===== config.mk =====
export PLATFORM = sky130hd
export DESIGN_NAME = iot_filter_ctrl
export DESIGN_NICKNAME = d
export VERILOG_FILES = /design/src/rtl/iot_filter_ctrl.sv
export SDC_FILE = /design/constraint.sdc
export NUM_CORES = 1
export LEC_CHECK = 0
export BUFFER_PORTS_ARGS = -buffer_cell sky130_fd_sc_hd__buf_2
export CORE_MARGIN = 2
export CORE_UTILIZATION = 35
export CTS_CLUSTER_SIZE = 30
export DETAILED_ROUTE_END_ITERATION = 12
export PLACE_DENSITY_LB_ADDON = 0.25
export SYNTH_ARGS = -nofsm -noshare
export SYNTH_HDL_FRONTEND = slang
export SYNTH_SLANG_ARGS = --single-unit
export TNS_END_PERCENT = 5

===== constraint.sdc =====
create_clock -name clk -period 17.15 [get_ports clk]
set_clock_uncertainty 0.05 [all_clocks]
set_input_delay 2.5725 -clock clk [delete_from_list [all_inputs] [get_ports clk]]
set_output_delay 2.5725 -clock clk [all_outputs]
set_load 0.005 [all_outputs]

===== src/rtl/iot_filter_ctrl.sv =====
// Filter-round controller: assembles an MSB-first byte stream into 128-bit words,
// runs a number of rounds, and hands each round's datapath result out over valid/ready.
module iot_filter_ctrl #(
    parameter int BYTES_PER_WORD  = 16,
    parameter int WORDS_PER_ROUND = 16
) (
    input  logic                        clk,
    input  logic                        rst,
    input  logic                        start,
    input  logic [2:0]                  fn_sel_in,
    input  logic [7:0]                  num_rounds,
    input  logic                        in_valid,
    output logic                        in_ready,
    input  logic [7:0]                  iot_in,
    output logic [2:0]                  fn_sel,
    output logic [8*BYTES_PER_WORD-1:0] data,
    output logic [5:0]                  cnt,
    output logic [2:0]                  state,
    output logic                        flag,
    output logic [7:0]                  cycle_cnt,
    input  logic [8*BYTES_PER_WORD-1:0] res_in,
    input  logic                        res_en,
    output logic                        out_valid,
    input  logic                        out_ready,
    output logic [8*BYTES_PER_WORD-1:0] out_data,
    output logic                        busy,
    output logic                        done
);

    localparam int WORD_W = 8 * BYTES_PER_WORD;
    localparam int BC_W   = $clog2(BYTES_PER_WORD);

    typedef enum logic [2:0] {
        S_IDLE = 3'b000,
        S_LOAD = 3'b001,
        S_EVAL = 3'b010,
        S_OUT  = 3'b011,
        S_DONE = 3'b100
    } state_t;

    state_t            cur, nxt;
    logic [BC_W-1:0]   byte_cnt;
    logic [WORD_W-1:0] asm_q;
    logic [WORD_W-1:0] asm_next;
    logic [7:0]        rounds_eff;
    logic              accept, take_byte, word_done, capture, round_end, last_round;

    // Both handshakes transfer on a rising edge where valid and ready are both 1;
    // the producer holds its payload and valid steady until that edge.
    assign in_ready  = (cur == S_LOAD);
    assign out_valid = (cur == S_OUT);
    assign busy      = (cur != S_IDLE);
    assign done      = (cur == S_DONE);
    assign state     = cur;
    assign asm_next  = {asm_q[WORD_W-9:0], iot_in};

    always_ff @(posedge clk or posedge rst) begin
        if (rst) cur <= S_IDLE;
        else     cur <= nxt;
    end

    always_comb begin
        nxt        = cur;
        accept     = 1'b0;
        take_byte  = 1'b0;
        word_done  = 1'b0;
        capture    = 1'b0;
        round_end  = 1'b0;
        last_round = (({1'b0, cycle_cnt} + 9'd1) == {1'b0, rounds_eff});
        case (cur)
            S_IDLE: begin
                accept = start;
                if (start) nxt = S_LOAD;
            end
            S_LOAD: begin
                take_byte = in_valid;
                word_done = in_valid && (byte_cnt == BC_W'(BYTES_PER_WORD - 1));
                if (word_done && (cnt == 6'(WORDS_PER_ROUND - 1))) nxt = S_EVAL;
            end
            S_EVAL: begin
                if (!flag || res_en) begin
                    capture = 1'b1;
                    nxt     = S_OUT;
                end else begin
                    round_end = 1'b1;
                    nxt       = last_round ? S_DONE : S_LOAD;
                end
            end
            S_OUT: begin
                if (out_ready) begin
                    round_end = 1'b1;
                    nxt       = last_round ? S_DONE : S_LOAD;
                end
            end
            S_DONE:  nxt = S_IDLE;
            default: nxt = S_IDLE;
        endcase
    end

    always_ff @(posedge clk or posedge rst) begin
        if (rst) begin
            fn_sel     <= '0;
            rounds_eff <= '0;
            cycle_cnt  <= '0;
            flag       <= 1'b0;
            cnt        <= '0;
            byte_cnt   <= '0;
            asm_q      <= '0;
            data       <= '0;
            out_data   <= '0;
        end else begin
            if (accept) begin
                fn_sel     <= fn_sel_in;
                rounds_eff <= (num_rounds == 8'd0) ? 8'd1 : num_rounds;
                cycle_cnt  <= '0;
                flag       <= 1'b0;
                cnt        <= '0;
                byte_cnt   <= '0;
            end
            if (take_byte) begin
                asm_q    <= asm_next;
                byte_cnt <= word_done ? '0 : byte_cnt + 1'b1;
            end
            if (word_done) begin
                data <= asm_next;
                cnt  <= cnt + 6'd1;
            end
            if (capture) out_data <= res_in;
            // The final round leaves cycle_cnt at its index so it never wraps.
            if (round_end) begin
                cnt  <= '0;
                flag <= 1'b1;
                if (!last_round) cycle_cnt <= cycle_cnt + 8'd1;
            end
        end
    end

endmodule


==> summary.txt <==
initial antenna violation count -> 2
Pleak -> 0.0110 uW
core area -> 44400 um^2
die area -> 46900 um^2
period utilisation layout -> 31.5%
Iter 0 DRT Violations -> 835
reg-to-reg setup timing slack -> 13250 ps
Setup crit end kind -> async pin
worst-path fanout max -> 125
post-route DRC violation count -> 0
Final GP Congestion -> 0.892
die height -> 217 um
max_slew headroom -> 32.8%
ANT nets after route -> 0
synth warn -> 0
Post-Route Setup TNS -> 0 ps
Synth-to-Final Area Change -> 26.1%
hold violation count in the final report -> 0
sequential share of the synthesized area -> 64.7%
WHS Endpoint -> data[107]
Placed Area -> 18500 um^2
worst r2r src -> state[0]
CP Data Arrival Time -> 5880 ps
Starting Density -> 35.6%
max cap viols -> 0
CTS tree -> done
RR Endpoint -> data[45]
CP Class -> primary input to async pin
actual slew at the worst max-slew pin -> 1010 ps
Crit path max-delay family -> buffers and inverters
clock sinks -> 409
FF-to-FF path depth -> 8
final net count -> 2108
placed cells -> 2497
Total GRT Usage -> 17.9%
synthesized net count -> 1696
First-pass DRT Iterations -> 5
drt total wl -> 42400 um
largest net degree at the start of global routing -> 126
hold-fix buffers at CTS -> 0
count leader, synth -> nand2_1
Critical Path Stages -> 5
Worst path max stage delay -> 880 ps
Max clock buf depth -> 3
Max VDD drop -> 0.0000860 V
Final Cell Area -> 19900 um^2
DR vias -> 12000
TritonCTS buffer count -> 45
CTS clock-pin slew for the worst setup and hold paths -> 60 ps
Synth top cells by count -> nand2_1 (796), dfrtp_1 (409), mux2_2 (128)
drt wl/cell -> 16.4 um
status -> finished clean
Top FF cell, synth -> dfrtp_1
Cell Pwr Density -> 159 nW/um^2
setup repair bufs after CTS -> 0
Root Driver -> clkbuf_16
post-cts repair resize count -> 0
Die X -> 217 um
min Tclk post-route -> 5400 ps
WP buf/inv -> 5
filler instances -> 4312
worst setup margin -> 11750 ps
Yosys cell types -> 45
IO Count -> 434
Post-Place Worst Slack -> 10970 ps
global route overflow -> 0
Final Setup Violations -> 0
I/O Buffers -> 433
Hold Crit Depth -> 2
RSZ-0062 raised after global routing -> no
EDFF count, synth -> 0
clk_lat worst skew -> 550 ps
Total Power -> 3180 uW
syn_area_per_cell -> 10.3 um^2
Async SR Flop Fraction -> 100%
number of global-route vias before repair -> 11800
Syn Inst Count -> 1540
Syn Std Cell Area -> 15800 um^2
slowest CP cell -> buf_4
share of cells above drive strength 1 -> 32.9%
required time worst endpoint -> 17630 ps
most frequent cell on the critical path -> buf_4
post-synth top area cell -> dfrtp_1
DP HPWL -> 29400 um
H-Tree Depth -> 2
worst hold path class -> flip-flop to flip-flop
cell row count -> 77
#FFs+latches synth -> 409
wire length of the first global-routing pass -> 66300 um
Synth area leaders -> dfrtp_1 (65%), nand2_1 (19%), mux2_2 (9.1%)
Yosys top cell area share -> 64.7%
Hold Startpoint -> data[107]
final max-slew violation count -> 0
crit start category -> primary input
fmax -> 0.185 GHz
CP cell instances -> buf_2, inv_8, buf_4, buf_4, buf_4
routed vias/inst -> 4.64
Layout Cells excl Fill -> 2578
-- stage by stage --
stage                     utilization [%]  hold slack [ps]
final                                44.9              419
after CTS                            44.9              423
after global placement               41.6              402
after detailed placement             41.6              407
after floorplan                         -              389
after global routing                 44.9              438
-- power by group --
group	switching [uW]	internal [uW]
logic	397	369
clock network	378	570
registers	208	1250
-- cells by family (layout without fill, tap and decap cells) --
| family | after synthesis | in the layout | synth area share [%] |
|---|---|---|---|
| flops | 409 | 409 | 64.7 |
| mux | 130 | 130 | 9.24 |
| fa+ha+maj | 3 | 3 | 0.237 |
| compound gates | 54 | 54 | 2.03 |
| xor+xnor | 10 | 10 | 0.554 |
| buf+inv | 87 | 532 | 2.46 |
| other cells | 0 | 1 | 0 |
| simple gates | 847 | 847 | 20.8 |
-- layout by cell type, fill, tap and decap left out, drive strengths merged, types with 6 or more instances in the layout --
master and instances:
dfrtp 409, inv 8, a21oi 6, mux2 128, buf 444, nand3 6, nor3 7, o21ai 33
nor2 12, nand2 797, clkbuf 73
-- area by class of cell --
type                            instances  area [um^2]  share of cell area [%]
Inverter                                8         37.5                   0.188
Sequential cell                       409        10200                    51.3
Timing Repair Buffer                  444         2250                    11.3
Antenna cell                            1         2.50                  0.0125
Multi-Input combinational cell       1044         5230                    26.2
Tap cell                              592          741                    3.71
Clock buffer                           73         1360                    6.82
Clock inverter                          7         93.8                   0.470
-- metal layers --
| layer | wire length (um) | track usage [%] |
|---|---|---|
| met5 | 0 | 0 |
| met3 | 2340 | 3.21 |
| met4 | 1170 | 6.05 |
| met2 | 19800 | 28.4 |
| met1 | 19000 | 24.7 |
-- worst min-delay path: cells and delay by family (launching register included) --
family        cells  cell delay, ps
flops             1             330
simple gates      2             100
-- sequential cells by signal (all words and copies together), names as in the netlist --
| register | cells |
|---|---|
| data | 128 |
| rounds_eff | 8 |
| state | 3 |
| cnt | 6 |
| flag | 1 |
| byte_cnt | 4 |
| cycle_cnt | 8 |
| fn_sel | 3 |
| out_data | 128 |
| asm_q | 120 |
-- worst max path at each step --
| stage | start | to | slack [ps] |
|---|---|---|---|
| 6_report | rst | asm_q[31] | 11750 |
| 3_3_place_gp | rst | data[46] | 11020 |
| 2_1_floorplan | rst | asm_q[0] | 3150 |
| 3_5_place_dp | rst | data[40] | 10970 |
| 5_1_grt | rst | asm_q[42] | 11120 |
| 4_1_cts | rst | asm_q[41] | 11580 |
Power figures use the tool's default switching activity.
